### src/rtl/uart_pkg.sv
`default_nettype none
// ============================================================================
//  Module      : uart_pkg
//  Description : Shared constants and state encoding for the UART baud-tick
//                scheduler and its prescaler.
//  Revision    : 1.0  initial release
// ============================================================================
package uart_pkg;

    // Width of the clock divisor (clock cycles per oversample tick).
    localparam int DIV_WIDTH   = 16;
    // RX oversample ticks per bit; must be a power of two.
    localparam int OVERSAMPLE  = 16;
    // Divisor after reset: 50 MHz / (19200 * 16) ~= 163.
    localparam int DEFAULT_DIV = 163;

    typedef enum logic [1:0] {
        IDLE   = 2'd0,  // prescaler held at 0
        RUN    = 2'd1,  // prescaler counting
        RECONF = 2'd2   // counting, new divisor pending for the next wrap
    } state_e;

endpackage : uart_pkg
`default_nettype wire

### src/rtl/uart_tick_scheduler_prescaler.sv
`default_nettype none
// ============================================================================
//  Module      : tick_prescaler
//  Description : Divisor counter. Counts 0..div_i-1 while enabled and flags
//                the wrap cycle. A clear forces the count back to 0 and
//                suppresses the wrap flag in that cycle.
//  Ports       : clk_i   - clock
//                rst_ni  - asynchronous active-low reset
//                en_i    - count enable
//                clr_i   - synchronous clear (wins over en_i)
//                div_i   - current divisor
//                wrap_o  - high in the cycle the counter wraps to 0
//  Revision    : 1.0  initial release
// ============================================================================
module tick_prescaler #(
    parameter int DIV_WIDTH = uart_pkg::DIV_WIDTH
) (
    input  logic                 clk_i,
    input  logic                 rst_ni,
    input  logic                 en_i,
    input  logic                 clr_i,
    input  logic [DIV_WIDTH-1:0] div_i,
    output logic                 wrap_o
);
    import uart_pkg::*;

    logic [DIV_WIDTH-1:0] presc_q;
    logic [DIV_WIDTH-1:0] presc_d;
    logic                 at_end;

    // ">=" rather than "==" so a count that is somehow beyond the end can
    // never run the full counter range before wrapping.
    assign at_end = (presc_q >= (div_i - DIV_WIDTH'(1)));
    assign wrap_o = en_i & ~clr_i & at_end;

    always_comb begin
        presc_d = presc_q;
        if (clr_i) begin
            presc_d = '0;
        end else if (en_i) begin
            presc_d = at_end ? '0 : presc_q + DIV_WIDTH'(1);
        end
    end

    always_ff @(posedge clk_i or negedge rst_ni) begin
        if (!rst_ni) begin
            presc_q <= '0;
        end else begin
            presc_q <= presc_d;
        end
    end

endmodule : tick_prescaler
`default_nettype wire

### src/rtl/uart_tick_scheduler.sv
`default_nettype none
// ============================================================================
//  Module      : uart_tick_scheduler
//  Description : Baud-tick controller. Owns the shared prescaler, produces
//                16x oversample ticks for RX and a start-aligned 1x bit tick
//                for TX, and accepts runtime divisor changes over a
//                valid/ready handshake, applying them at a tick boundary.
//  Ports       : i_clock      - system clock (rising edge)
//                i_reset_n    - asynchronous active-low reset
//                i_cfg_valid  - new divisor offered
//                i_cfg_div    - requested divisor (cycles per oversample tick)
//                o_cfg_ready  - divisor can be accepted this cycle
//                i_rx_req     - receiver active (level)
//                o_rx_tick    - one-cycle oversample tick
//                i_tx_req     - transmitter active (level, rise = frame start)
//                o_tx_tick    - one-cycle bit tick
//                o_busy       - prescaler running
//  Revision    : 1.0  initial release
// ============================================================================
module uart_tick_scheduler #(
    parameter int DIV_WIDTH   = uart_pkg::DIV_WIDTH,
    parameter int DEFAULT_DIV = uart_pkg::DEFAULT_DIV,
    parameter int OVERSAMPLE  = uart_pkg::OVERSAMPLE
) (
    input  logic                 i_clock,
    input  logic                 i_reset_n,
    input  logic                 i_cfg_valid,
    input  logic [DIV_WIDTH-1:0] i_cfg_div,
    output logic                 o_cfg_ready,
    input  logic                 i_rx_req,
    output logic                 o_rx_tick,
    input  logic                 i_tx_req,
    output logic                 o_tx_tick,
    output logic                 o_busy
);
    import uart_pkg::*;

    localparam int                   SUB_W    = $clog2(OVERSAMPLE);
    localparam logic [SUB_W-1:0]     SUB_LAST = SUB_W'(OVERSAMPLE - 1);
    localparam logic [DIV_WIDTH-1:0] MIN_DIV  = DIV_WIDTH'(2);

    state_e               state_q, state_d;
    logic [DIV_WIDTH-1:0] div_q, div_d;
    logic [DIV_WIDTH-1:0] div_pend_q, div_pend_d;
    logic                 cfg_ready_q, cfg_ready_d;
    logic [SUB_W-1:0]     sub_q, sub_d;
    logic                 tx_req_q;
    logic                 rx_tick_q, rx_tick_d;
    logic                 tx_tick_q, tx_tick_d;

    logic                 any_req;
    logic                 tx_rise;
    logic                 restart;
    logic                 cfg_xfer;
    logic [DIV_WIDTH-1:0] cfg_div_clamped;
    logic                 wrap;
    logic                 presc_en;
    logic                 presc_clr;
    logic                 load_direct;
    logic                 to_pend;
    logic                 apply_pend;

    assign any_req         = i_rx_req | i_tx_req;
    assign tx_rise         = i_tx_req & ~tx_req_q;
    // A TX start only realigns the shared prescaler when RX is not using it.
    assign restart         = tx_rise & ~i_rx_req;
    assign cfg_xfer        = i_cfg_valid & cfg_ready_q;
    assign cfg_div_clamped = (i_cfg_div < MIN_DIV) ? MIN_DIV : i_cfg_div;

    tick_prescaler #(
        .DIV_WIDTH (DIV_WIDTH)
    ) u_prescaler (
        .clk_i  (i_clock),
        .rst_ni (i_reset_n),
        .en_i   (presc_en),
        .clr_i  (presc_clr),
        .div_i  (div_q),
        .wrap_o (wrap)
    );

    // ------------------------------------------------------------------
    // FSM: state register
    // ------------------------------------------------------------------
    always_ff @(posedge i_clock or negedge i_reset_n) begin
        if (!i_reset_n) begin
            state_q <= IDLE;
        end else begin
            state_q <= state_d;
        end
    end

    // ------------------------------------------------------------------
    // FSM: next state. Request changes take priority over cfg transfers.
    // ------------------------------------------------------------------
    always_comb begin
        state_d = state_q;
        case (state_q)
            IDLE: begin
                if (any_req) state_d = RUN;
            end
            RUN: begin
                if (!any_req)     state_d = IDLE;
                else if (cfg_xfer) state_d = RECONF;
            end
            RECONF: begin
                if (!any_req)  state_d = IDLE;
                else if (wrap) state_d = RUN;
            end
            default: state_d = IDLE;
        endcase
    end

    // ------------------------------------------------------------------
    // FSM: outputs / datapath controls
    // ------------------------------------------------------------------
    always_comb begin
        presc_en    = 1'b0;
        presc_clr   = 1'b1;
        load_direct = 1'b0;
        to_pend     = 1'b0;
        apply_pend  = 1'b0;
        case (state_q)
            IDLE: begin
                // Prescaler is parked at 0, so a new divisor is safe at once.
                load_direct = cfg_xfer;
            end
            RUN: begin
                presc_en  = any_req;
                presc_clr = ~any_req | restart;
                // Dropping to IDLE in the same cycle makes a direct load safe.
                load_direct = cfg_xfer & ~any_req;
                to_pend     = cfg_xfer & any_req;
            end
            RECONF: begin
                presc_en   = any_req;
                presc_clr  = ~any_req | restart;
                apply_pend = wrap | ~any_req;
            end
            default: ;
        endcase
    end

    // ------------------------------------------------------------------
    // Datapath next-state
    // ------------------------------------------------------------------
    always_comb begin
        div_d = div_q;
        if (load_direct) begin
            div_d = cfg_div_clamped;
        end else if (apply_pend) begin
            div_d = div_pend_q;
        end

        div_pend_d = to_pend ? cfg_div_clamped : div_pend_q;

        cfg_ready_d = cfg_ready_q;
        if (to_pend) begin
            cfg_ready_d = 1'b0;
        end else if (apply_pend) begin
            cfg_ready_d = 1'b1;
        end

        // A TX start (with or without RX) always restarts the bit count.
        sub_d = sub_q;
        if (!i_tx_req || tx_rise) begin
            sub_d = '0;
        end else if (wrap) begin
            sub_d = (sub_q == SUB_LAST) ? '0 : sub_q + SUB_W'(1);
        end

        rx_tick_d = wrap & i_rx_req;
        tx_tick_d = wrap & i_tx_req & ~tx_rise & (sub_q == SUB_LAST);
    end

    always_ff @(posedge i_clock or negedge i_reset_n) begin
        if (!i_reset_n) begin
            div_q       <= DIV_WIDTH'(DEFAULT_DIV);
            div_pend_q  <= '0;
            cfg_ready_q <= 1'b1;
            sub_q       <= '0;
            tx_req_q    <= 1'b0;
            rx_tick_q   <= 1'b0;
            tx_tick_q   <= 1'b0;
        end else begin
            div_q       <= div_d;
            div_pend_q  <= div_pend_d;
            cfg_ready_q <= cfg_ready_d;
            sub_q       <= sub_d;
            tx_req_q    <= i_tx_req;
            rx_tick_q   <= rx_tick_d;
            tx_tick_q   <= tx_tick_d;
        end
    end

    assign o_cfg_ready = cfg_ready_q;
    assign o_rx_tick   = rx_tick_q;
    assign o_tx_tick   = tx_tick_q;
    assign o_busy      = (state_q != IDLE);

endmodule : uart_tick_scheduler
`default_nettype wire

### config.mk
export PLATFORM = sky130hd
export DESIGN_NAME = uart_tick_scheduler
export DESIGN_NICKNAME = d
export VERILOG_FILES = /design/src/rtl/uart_pkg.sv /design/src/rtl/uart_tick_scheduler_prescaler.sv /design/src/rtl/uart_tick_scheduler.sv
export SDC_FILE = /design/constraint.sdc
export NUM_CORES = 1
export LEC_CHECK = 0
export ABC_AREA = 0
export CORE_MARGIN = 2
export CORE_UTILIZATION = 40
export CTS_CLUSTER_DIAMETER = 150
export DETAILED_ROUTE_END_ITERATION = 12
export PLACE_DENSITY_LB_ADDON = 0.25
export SYNTH_ARGS = -nofsm -noshare
export SYNTH_HDL_FRONTEND = slang
export SYNTH_HIERARCHICAL = 1
export SYNTH_SLANG_ARGS = --single-unit
### constraint.sdc
create_clock -name i_clock -period 4.53 [get_ports i_clock]
set_input_delay 1.359 -clock i_clock [delete_from_list [all_inputs] [get_ports i_clock]]
set_output_delay 1.359 -clock i_clock [all_outputs]
set_load 0.05 [all_outputs]
Word level (Yosys, flattened, before mapping)
Index checks and enable logic that the tools add are counted.

Register bits: 58. Input bits: 21. Output and inout bits: 4. Word-level logic and storage cells: 71.

$add $sub $neg: 3. Order comparisons: 2. Equal/unequal tests: 6. Muxes and demuxes: 22. Bitwise operators: 19. Reduce and logical (&&, ||, !) cells: 10.

Operators by type and width (number): $mux 16 (6); $add 16x1->16 const B (1); $ge 16x16->1 (1); $lt 16x2->1 const B (1); $sub 16x1->16 const B (1); $mux 4 (3); $and 1x1->1 (11); $mux 2 (5); $reduce_bool 2->1 (5); $mux 1 (6); $ne 3x3->1 const B (2); $pmux 2 s3 (1); $not 1->1 (5); $add 4x1->4 const B (1); $eq 4x4->1 const B (1); $or 1x1->1 (3); $reduce_and 3->1 (1); $eq 2x1->1 const B (1); $eq 2x2->1 const B (1); $logic_not 2->1 (1); $ne 2x2->1 const B (1); $pmux 1 s2 (1); $reduce_or 2->1 (1); $logic_not 1->1 (1); $logic_or 1x1->1 (1).

Depth between registers and ports, before layout
Gate-level depths: netlist (run 1).

Depth in word-level cells: 12. Depth in mapped cells: 19. Depth with buffers taken out: 17.

Modules after synthesis
The synthesis (run 1) kept the hierarchy.

By module, submodules not included: uart_tick_scheduler (instances 1, cells each 164, area an instance 1951.9 um2); tick_prescaler (instances 1, cells each 173, area an instance 1458.9 um2).

Worst setup path before layout (run 1)
Ideal clock, no wire load.

Path type: register to register. Start point: register div_q[8]. End point: register state_q[0]. Arrival time: 3766 ps. Slack: 643 ps. Cell stages (with the launch flop): 16. Path buffers: 1. Cells stage by stage: dfrtp_1 or4_4 or4_4 nor2_1 xnor2_1 ha_1 and4_4 nand4_1 a311oi_1 nor3_1 nor2_1 buf_4 inv_1 a22o_1 mux2_2 a22o_1.

Cells in the longest elaborated chain, start to end: 5.

Ends and longest elaborated chain: start, declared (line uart_tick_scheduler.sv:43) `logic [DIV_WIDTH-1:0] div_q, div_d;`; start signal, assigned (line uart_tick_scheduler.sv:177) `div_q <= DIV_WIDTH'(DEFAULT_DIV);`; start signal, assigned (line uart_tick_scheduler.sv:185) `div_q <= div_d;`; $sub 16x1->16 (line uart_tick_scheduler_prescaler.sv:33) `assign at_end = (presc_q >= (div_i - DIV_WIDTH'(1)));`; $ge 16x16->1 (line uart_tick_scheduler_prescaler.sv:33); $and 1x1->1 (line uart_tick_scheduler_prescaler.sv:34) `assign wrap_o = en_i & ~clr_i & at_end;`; named net wrap (line uart_tick_scheduler.sv:56) `logic wrap;`; $ne 3x3->1 (no source line); $reduce_and 3->1 (no source line); end signal, assigned (line uart_tick_scheduler.sv:88) `state_q <= state_d;`; end, declared (line uart_tick_scheduler.sv:42) `state_e state_q, state_d;`.

The timed path passes the listed nets, and every way through them passes these cells. A chain may end at the register's enable or synchronous reset.

Worst setup path after layout (run 1)
Start point: register div_q[3]. End point: register state_q[0].

The elaborated chain is that of the path after synthesis.

==> results of run 1 <==
## cell families (layout without fill, tap and decap cells)
group | after synthesis | after routing | share of synthesized area (%)
adders and majority gates | 23 | 23 | 8.44
and+or+nand+nor | 113 | 113 | 17.4
buffers and inverters | 22 | 58 | 3.78
xor gates and xnor gates | 15 | 15 | 3.85
AOI/OAI and AO/OA | 71 | 71 | 12.9
muxes | 35 | 35 | 10.9
DFF | 58 | 58 | 42.7
## metal layers
| layer | up-vias | track usage, % |
|---|---|---|
| met2 | 36 | 26.0 |
| li1 | 1283 | - |
| met4 | 0 | 7.04 |
| met1 | 1210 | 19.8 |
| met3 | 9 | 2.58 |
| met5 | - | 0 |
## layout make-up
type / instances / area [um^2] / area share [%]
clock buffer: 11 / 131 / 3.29
timing repair buffer: 30 / 280 / 7.03
multi-input combinational: 257 / 1840 / 46.1
clock inverter: 5 / 103 / 2.57
tap: 105 / 131 / 3.29
inverter: 12 / 45.0 / 1.13
sequential: 58 / 1460 / 36.5
## cell usage after synthesis, drive strengths merged (2+ instances only)
master  instances
inv            12
and3            3
nor2           32
a311oi          2
or4             3
nand3          11
mux2           16
buf            10
nand2b          6
a21oi          35
o21ai          10
dfstp           5
nand3b          3
nand2          22
dfrtp          53
o211ai          2
nand4           6
and2            2
nor4            8
xor2            4
nor2b           2
a31oi           9
or2             2
a21o            3
mux2i          19
nor3           10
a22o            4
xnor2          11
ha             23
## repair_timing
action,in CTS,in global routing
hold buffers,0,0
setup buffers,0,0
resized for setup,0,2
endpoints found under the setup margin,0,18
hold endpoints to repair,0,0
## final timing paths
path | from | end
worst max-delay path | div_q[3] | state_q[0]
worst min-delay path | div_pend_q[0] | div_pend_q[0]
worst max register to register | div_q[3] | state_q[0]
worst min register to register | div_pend_q[0] | div_pend_q[0]
max in group asynchronous | i_reset_n | div_q[5]
min in group asynchronous | i_reset_n | div_pend_q[0]
## power groups by stage
stage	sequential, mW	clock, mW	combinational (mW)
after global routing	0.871	0.603	0.826
after global placement	0.847	0	0.722
after floorplan	0.829	0	0.579
final	0.846	0.566	0.743
after CTS	0.845	0.582	0.750
after detailed placement	0.852	0	0.745
## worst max-delay path, cell delays in order, from the launching register on
cell and delay [ns]:
dfrtp_1 0.43, nor3_1 0.30, nand3_1 0.24, or4_4 0.49, nor2_1 0.15, xnor2_1 0.08, ha_1 0.31, and4_4 0.23
nand4_1 0.15, a21oi_1 0.30, nor3_1 0.13, nor2_1 0.24, buf_4 0.21, inv_1 0.08, a22o_1 0.24, mux2_2 0.27
a22o_1 0.23
## per-stage QoR
step | area (um^2) | setup WS, ns | utilization (%) | cells | power [mW]
global placement | 3740 | 0.307 | 45.3 | 462 | 1.57
floorplan | 3410 | 0.643 | - | 337 | 1.41
detailed placement | 3740 | 0.221 | 45.3 | 462 | 1.60
finish | 3990 | 0.358 | 48.3 | 478 | 2.16
CTS | 3980 | 0.143 | 48.2 | 478 | 2.18
global route | 3990 | 0.0380 | 48.3 | 478 | 2.30
## registers in the layout (all words and copies together), names as in the netlist
signal and flops:
tx_req_q 1, o_cfg_ready 1, o_rx_tick 1, u_prescaler/presc_q 16, div_pend_q 16, state_q 2, div_q 16, o_tx_tick 1
sub_q 4
==> out/results.ini, run 1 <==
[place]
port-buffer-count=24
gp_congestion=0.804
post-dp-hpwl_um=4760

[logic_synthesis]
synthFlopType=dfrtp_1
synth_top_area_share_pct=38.9
syn_area_um2=3410
ys_types=48
syn-num-nets=381
avgSynthCellArea_um2=10.1
synth.largest_area_cell=dfrtp_1
ys_async_sr_fraction_pct=100
synth-edff-count=0
syn_inst=337
ys_top_cells_by_area=dfrtp_1 (39%), ha_1 (8.4%), mux2i_1 (5.6%)
ys_seq_elements=58
yosysSeqAreaShare_pct=42.7
yosysWarnings=6

[routing]
dr_wl_met2_um=3160
drtAntennaViolNets=0
drt_pass1_iterations=4
drc=0
viasPerCell=5.31
drtIter0Drc=92
wirelength_um=6600
num_vias=2538
top_layer_used=met4
wl_per_cell_um=13.8
wl_met1_um=3150
met3RoutedLength_um=190

[grt]
antenna_found_initial=0
grt_pass1_wl_um=11200
grt_max_degree=32
grtUsageTotal_pct=15.6
grt_overflow=0
first_global_vias=2406

[clock_tree]
path_clk_slew_ns=0.07
cts_buffer_depth=2
cts_tree=yes
cts-root-buf=clkbuf_8
clk_latency_ns=0.33
htreeDepth=3
cts_buffers=9
cts_sinks=58

[sta]
max_slew_margin_pct=52.4
fin_crit_sh_pct=92.1
hold_viol_final=0
worst_slew_pin_slew_ns=0.711
fin_hold_ws_ns=0.493
setup_tns_ns=0
report.final.slew_viol_count=0
rsz0062_at_grt=false
clock-skew-final_ns=0.00886
setup_viol=0
period_needed_ns=4.17
max_freq_ghz=0.240

[finish]
final_nets=412
antenna_cells=0
final_cell_mix=dfrtp_1 (53), a21oi_1 (35), nor2_1 (31)
area_delta_synth_final_pct=16.9
fillers=773
layout-drive-gt1-share_pct=15.0
final_common_cell=dfrtp_1

[floorplanning]
die_x_um=96.3
start_util_pct=41.3
dieArea_um2=9280
die_y_um=96.3
io_pins=25
num_rows=33
coreArea_um2=8260

[critical_path]
r2r_setup_slack_ns=0.36
crit_path_end_kind=register
worst-path-max-fanout=7
rr_worst_depth=16
required_ns=4.75
crit_arrival_ns=4.40
start_kind=register
crit_type=register to register

[power_and_ir_drop]
power_switching_mw=0.732
switching_share_pct=34.0
power_frac_comb_pct=34.5
p_leak_nw=1.78
power.density_nw_per_um2=540
power_frac_seq_pct=39.3
clkPwrFrac_pct=26.3
p_int_mw=1.42
ir_worst_vdd_uv=304

[hold_path]
min_path_type=register to register
min_delay_path_depth=2

[status]
status=finished, final reports clean

[run]
maxCapViolCount=0

Power figures use the tool's default switching activity.
==> run 2, diff against run 1 <==
- CAP_MARGIN: not set -> 25
- CTS_CLUSTER_DIAMETER: 150 -> not set
- SKIP_CTS_REPAIR_TIMING: not set -> 1
==> out/results.ini, run 2 (synthesis gave the netlist of run 1 again) <==
[status]
status=finished, final reports clean

[sta]
max_slew_margin_pct=52.7  ; +0.26 points
setup_tns_ns=0  ; unchanged
clock-skew-final_ns=0.00759  ; -0.00127 ns
max_freq_ghz=0.244  ; +1.9%
report.final.slew_viol_count=0  ; unchanged
fin_crit_sh_pct=90.3  ; -1.8 points
period_needed_ns=4.09  ; -0.0795 ns
setup_viol=0  ; unchanged
hold_viol_final=0  ; unchanged
worst_slew_pin_slew_ns=0.710  ; -0.00114 ns
rsz0062_at_grt=false

[finish]
multi_input_area_um2=1830  ; -0.41%
final_common_cell=dfrtp_1
reg.largest.list=div_pend_q (16), div_q (16), u_prescaler/presc_q (16)
final_nets=413  ; +0.24%
antenna_cells=0  ; unchanged
layout-drive-gt1-share_pct=15.8  ; +0.76 points
area_delta_synth_final_pct=16.3
final_cell_mix=dfrtp_1 (53), a21oi_1 (35), nor2_1 (31)
fillers=795  ; +2.8%
final_cells=479  ; +0.21%
final-seq-area_um2=1460  ; unchanged

[clock_tree]
path_clk_slew_ns=0.07  ; about the same
clk_latency_ns=0.34  ; about the same
cts_buffer_depth=2  ; unchanged
htreeDepth=3  ; unchanged
cts-root-buf=clkbuf_8
cts_tree=yes
cts_buffers=9  ; unchanged
cts_sinks=58  ; unchanged

[routing]
viasPerCell=5.24  ; -1.3%
drt_pass1_iterations=4  ; unchanged
wirelength_um=6580  ; -0.35%
drc=0  ; unchanged
wl_per_cell_um=13.7  ; -0.56%
drtIter0Drc=136  ; +48%
num_vias=2510  ; -1.1%
drtAntennaViolNets=0  ; unchanged

[place]
post-dp-hpwl_um=4770  ; +0.30%
gp_congestion=0.804  ; unchanged
dpl.cell_count=463  ; +0.22%
port-buffer-count=24  ; unchanged

[floorplanning]
coreArea_um2=8260  ; unchanged
die_y_um=96.3  ; unchanged
io_pins=25  ; unchanged
start_util_pct=41.3  ; unchanged
die_x_um=96.3  ; unchanged
num_rows=33  ; unchanged
dieArea_um2=9280  ; unchanged

[critical_path]
r2r_setup_slack_ns=0.44  ; +0.08 ns
start_kind=register
crit_path_end_kind=register
crit_arrival_ns=4.32  ; -0.08 ns
crit_type=register to register
required_ns=4.76  ; about the same
worst-path-max-fanout=7  ; unchanged

[grt]
antenna_found_initial=0  ; unchanged
first_global_vias=2420  ; +0.58%
grtUsageTotal_pct=16.0  ; +0.37 points
grt_pass1_wl_um=11200  ; +0.30%
grt_max_degree=32  ; unchanged
grt_overflow=0  ; unchanged

[power_and_ir_drop]
ir_worst_vdd_uv=260  ; -14%
p_leak_nw=1.78  ; about the same
power.density_nw_per_um2=523  ; -3.2%

[hold_path]
min_path_type=register to register

[run]
maxCapViolCount=0  ; unchanged

==> run 2: cell types whose count changed in the layout (fill, tap and decap cells not counted), sizes merged <==
cell,before,now
buf,7,8
bufinv,3,1
clkinv,1,3
==> run 2: cell type report <==
cell class | instances | area share (%)
Timing Repair Buffer | 31 | 7.44
Sequential cell | 58 | 36.8
Clock buffer | 11 | 3.82
Multi-Input combinational cell | 257 | 46.2
Tap cell | 105 | 3.31
Clock inverter | 5 | 1.32
Inverter | 12 | 1.14
==> run 2: worst paths after layout <==
kind                               start            end  depth (start not counted)
max                             div_q[8]     state_q[0]                         15
min reg2reg                div_pend_q[0]  div_pend_q[0]                          2
min in group asynchronous      i_reset_n  div_pend_q[2]                          1
min                        div_pend_q[0]  div_pend_q[0]                          2
max in group asynchronous      i_reset_n       div_q[5]                          2
max reg2reg                     div_q[8]     state_q[0]                         15
==> run 2: metrics by stage <==
stage / setup WS (ns) / total power [mW] / hold WS, ns / utilization [%] / area (um^2)
finish: 0.438 / 2.07 / 0.497 / 48.0 / 3970
global route: 0.138 / 2.23 / 0.523 / 48.0 / 3970
CTS: 0.416 / 2.10 / 0.503 / 48.0 / 3960
detailed placement: 0.439 / 1.60 / 0.487 / 45.5 / 3760
global placement: 0.307 / 1.57 / 0.470 / 45.3 / 3740
floorplan: 0.643 / 1.41 / 0.448 / - / 3410
==> run 2: layer usage <==
metal,routed length [um],vias to the layer above,track usage [%]
met5,0,-,0
li1,-,1289,-
met3,150,10,3.29
met1,3250,1186,20.4
met4,131,0,7.63
met2,3050,25,25.9
==> run 2: power by group <==
group	total [mW]	internal, mW	leakage, nW	switching [mW]
clock	0.490	0.281	0.105	0.209
sequential	0.843	0.698	0.725	0.145
combinational	0.741	0.361	0.945	0.380
==> run 2: worst max-delay path: stages, from the launching register on <==
cell	delay, ns
dfrtp_1	0.40
or4_4	0.53
or4_4	0.52
nor2_1	0.15
xnor2_1	0.08
ha_1	0.31
and4_4	0.24
nand4_1	0.14
a21oi_1	0.29
nor3_1	0.13
nor2_1	0.18
buf_4	0.19
inv_1	0.08
a22o_1	0.24
mux2_2	0.28
a22o_1	0.23
==> run 3, diff against run 2 <==
- clock period: 4.53 -> 4.97 ns (I/O delays scaled with it)
==> out/results.ini, run 3 (synthesis gave the netlist of run 1 again) <==
[place]
port-buffer-count=24  ; unchanged
placed_cell_area_um2=3730  ; -0.80%
post-dp-hpwl_um=4800  ; +0.55%
gp_congestion=0.809  ; +0.53%

[run]
maxCapViolCount=0  ; unchanged

[routing]
drt_pass1_iterations=4  ; unchanged
viasPerCell=5.26  ; +0.47%
drc=0  ; unchanged
wirelength_um=6530  ; -0.78%
drtIter0Drc=112  ; -18%
wl_per_cell_um=13.7  ; -0.15%
num_vias=2506  ; -0.16%
drtAntennaViolNets=0  ; unchanged

[critical_path]
r2r_setup_slack_ns=0.53  ; +0.09 ns
worstPathCellList=or4_4 -> or4_4 -> nor2_1 -> xnor2_1 -> ha_1 -> and4_4 -> nand4_1 -> a311oi_1 -> nor3_1 -> nor2_1 -> inv_1 -> a22o_1 -> mux2_2 -> a22o_1
crit_path_end_kind=register
rr_worst_depth=14  ; -1
crit_path_start=div_q[8]
critPathCapture=state_q[0]
crit_arrival_ns=4.67  ; +0.35 ns
r2r_start=div_q[8]
r2r_end=state_q[0]
crit_cells=14  ; -1
required_ns=5.20  ; +0.44 ns
crit_type=register to register
cpLargestDelayFamily=simple AND/OR/NAND/NOR gates
crit_slowest_cell=or4_4
worst-path-max-fanout=8  ; +1
crit_buf_inv=1  ; -1
slowest_delay_ns=0.53  ; about the same
start_kind=register

[sta]
hold_viol_final=0  ; unchanged
max_freq_ghz=0.225  ; -7.9%
period_needed_ns=4.44  ; +0.351 ns
clock-skew-final_ns=0.0125  ; +0.00495 ns
max_slew_margin_pct=46.4  ; -6.3 points
fin_crit_sh_pct=89.4  ; -0.94 points
rsz0062_at_grt=false
worst_slew_pin_slew_ns=0.804  ; +0.0944 ns
setup_viol=0  ; unchanged
report.final.slew_viol_count=0  ; unchanged
setup_tns_ns=0  ; unchanged

[grt]
antenna_found_initial=0  ; unchanged
grt_max_degree=37  ; +16%
first_global_vias=2502  ; +3.4%
grtUsageTotal_pct=16.2  ; +0.19 points
grt_overflow=0  ; unchanged
grt_pass1_wl_um=11500  ; +2.6%

[floorplanning]
die_y_um=96.3  ; unchanged
io_pins=25  ; unchanged
dieArea_um2=9280  ; unchanged
num_rows=33  ; unchanged
die_x_um=96.3  ; unchanged
coreArea_um2=8260  ; unchanged
start_util_pct=41.3  ; unchanged

[finish]
final_cell_mix=dfrtp_1 (53), a21oi_1 (35), nor2_1 (31)
layout-drive-gt1-share_pct=14.8  ; -0.95 points
final_nets=410  ; -0.73%
area_delta_synth_final_pct=16.4  ; about the same
reg.largest.list=div_pend_q (16), div_q (16), u_prescaler/presc_q (16)
final_common_cell=dfrtp_1
antenna_cells=0  ; unchanged
fin_area_um2=3970  ; about the same

[clock_tree]
cts_buffers=9  ; unchanged
path_clk_slew_ns=0.07  ; about the same
cts_tree=yes
cts_buffer_depth=2  ; unchanged
clk_latency_ns=0.34  ; about the same
cts-root-buf=clkbuf_8
cts_sinks=58  ; unchanged
htreeDepth=3  ; unchanged

[hold_path]
min_path_type=register to register

[status]
status=finished, final reports clean

[power_and_ir_drop]
power.density_nw_per_um2=495  ; -5.3%
ir_worst_vdd_uv=281  ; +7.8%
p_leak_nw=1.77  ; about the same

-- run 3: cell types whose count changed in the layout (fill, tap and decap cells not counted) --
| cell | delta |
|---|---|
| clkinv_4 | +2 |
| clkinv_2 | -1 |
| nor3_2 | -1 |
| buf_4 | -2 |
| clkbuf_8 | -2 |
| buf_8 | -1 |
| bufinv_16 | +2 |
| clkinvlp_4 | -1 |
| nor3_1 | +1 |
-- run 3: worst register-to-register path: stages (launching register included) --
cell and delay, ns:
dfrtp_1 0.41, or4_4 0.53, or4_4 0.52, nor2_1 0.14, xnor2_1 0.08, ha_1 0.32, and4_4 0.24, nand4_1 0.13
a311oi_1 0.46, nor3_1 0.13, nor2_1 0.45, inv_1 0.17, a22o_1 0.27, mux2_2 0.27, a22o_1 0.23
-- run 3: where the power goes --
part           internal, mW  switching, mW  total (mW)
sequential            0.636          0.131       0.767
clock                 0.333          0.192       0.525
combinational         0.327          0.346       0.673
-- run 3: cell type report --
| class | instances | area [um^2] |
|---|---|---|
| fill | 778 | 4290 |
| tap | 105 | 131 |
| clock buffer | 9 | 124 |
| inverter | 12 | 45.0 |
| clock inverter | 7 | 118 |
| sequential | 58 | 1460 |
| multi-input combinational | 257 | 1830 |
| timing repair buffer | 28 | 265 |
-- run 3: worst min path at each step --
| stage | startpoint | end | cells after the start | slack [ns] |
|---|---|---|---|---|
| 2_1_floorplan | div_pend_q[0] | div_pend_q[0] | 2 | 0.45 |
| 3_3_place_gp | div_pend_q[1] | div_pend_q[1] | 2 | 0.46 |
| 3_5_place_dp | div_pend_q[1] | div_pend_q[1] | 2 | 0.47 |
| 4_1_cts | div_pend_q[1] | div_pend_q[1] | 2 | 0.49 |
| 5_1_grt | div_pend_q[1] | div_pend_q[1] | 2 | 0.50 |
| 6_report | div_pend_q[0] | div_pend_q[0] | 2 | 0.48 |
-- run 3: stage by stage --
stage / cells / hold WS (ns) / utilization [%] / power, mW / setup slack, ns
final: 476 / 0.480 / 48.1 / 1.96 / 0.527
after global routing: 476 / 0.502 / 48.1 / 2.12 / 0.131
after CTS: 476 / 0.486 / 48.1 / 1.99 / 0.521
after detailed placement: 460 / 0.471 / 45.1 / 1.46 / 0.529
after global placement: 460 / 0.462 / 45.1 / 1.43 / 0.669
after floorplan: 337 / 0.448 / - / 1.28 / 1.08
-- run 3: routing by layer --
metal  vias up  global-route usage, %  part of all wire [%]
met5         -                      0                     0
met4         0                   6.34                   1.8
met3         9                   3.99                   3.4
met2        30                   25.3                    45
met1      1177                   21.5                    49
li1       1290                      -                     -
==> RTL edit: new RTL, flow settings as in run 1 <==
The package constant `DIV_WIDTH` goes from 16 to 14.
--- a/src/rtl/uart_pkg.sv
+++ b/src/rtl/uart_pkg.sv
@@ -9,5 +9,5 @@
 
     // Width of the clock divisor (clock cycles per oversample tick).
-    localparam int DIV_WIDTH   = 16;
+    localparam int DIV_WIDTH   = 14;
     // RX oversample ticks per bit; must be a power of two.
     localparam int OVERSAMPLE  = 16;
Ports: changed (resized i_cfg_div); port bits go from 25 to 23. The function was not compared with the original's and may differ.
==> RTL edit against run 1 <==
- sequential cell count fell by 6
- critical path depth fell by 1
- wire length fell by 7.4%
- area after synthesis fell by 7.4%
- total power fell by 21%
- final cell count fell by 7.3%
- design area fell by 10%
- worst hold slack improved by 0.0054 ns
- setup slack improved by 0.26 ns
- via count fell by 8.9%
- largest cell class unchanged
- largest power group unchanged
==> RTL edit: results (changes against run 1) <==
PortBufs: 22 (-8.3%)
Xor and xnor area share after synthesis: 5.824% (+2.0 points)
Max stage delay on crit path: 0.45 ns (-0.04 ns)
ClkCell Share: 3.114% (-2.8 points)
Buffering overhead: 6.858% (-0.17 points)
Worst hold margin: 0.4983 ns (+0.005450 ns)
Metal2 WL: 2884 um (-8.8%)
CP max-delay cell: dfrtp_1
Relative slew slack: 51.99% (-0.44 points)
Layout clock buffer count: 6 (-5)
Multiplexer share of the synthesized area: 9.826% (-1.0 points)
H-tree Lvls: 2 (-1)
Syn_area_per_cell: 10.06 um^2 (-0.63%)
Met3 Use GR: 3.092% (+0.51 points)
Multi-input gate share of the layout cell area: 48.64% (+2.5 points)
Sw Pwr: 615.9 uW (-16%)
Share of post-route cells with drive strength above 1: 12.02% (-3.0 points)
Placed cell area: 3465 um^2 (-7.4%)
Seq group: 761 uW (-10%)
CP Max Fanout: 15 (+8)
Grt met1 use: 20.98% (+1.2 points)
Via count: 2313 (-8.9%)
Fin util: 46.52% (-1.8 points)
Status: finished clean
Ranking of synthesized cells by area: dfrtp_1 (37%), ha_1 (8.3%), mux2i_1 (5.1%)
DR WL met3: 197 um (+3.7%)
P_clk: 327 uW (-42%)
Dpl hpwl: 4578 um (-3.8%)
First-pass GRT wire length: 10720 um (-4.0%)
[RTL edit: changes by cell type after synthesis, moves of 4 or more]
cell,delta
a22o_1,-4
a31oi_1,-9
mux2_2,-8
mux2_4,+4
o32ai_1,+4
o221ai_1,+4
a21oi_1,-14
nand3_1,-5
xor2_1,+5
nand2_1,+12
dfrtp_1,-6
o21ai_0,+4
[RTL edit: worst max-delay path by stage]
stage / start / end / slack, ns / cells past startpoint
after detailed placement: div_q[2] / div_q[6] / 0.65 / 15
final: div_q[2] / div_q[6] / 0.62 / 15
after global placement: div_q[2] / div_q[6] / 0.76 / 15
after floorplan: div_q[2] / div_q[6] / 0.83 / 16
after global routing: div_q[2] / div_q[11] / 0.29 / 15
after CTS: div_q[2] / div_q[6] / 0.63 / 15
[RTL edit: kinds of logic (layout without fill, tap and decap cells)]
logic type      after synthesis  in the layout
mux                          28             28
xor+xnor                     21             21
simple gates                116            116
flops                        52             52
compound gates               57             57
buf+inv                      19             46
fa+ha+maj                    21             21
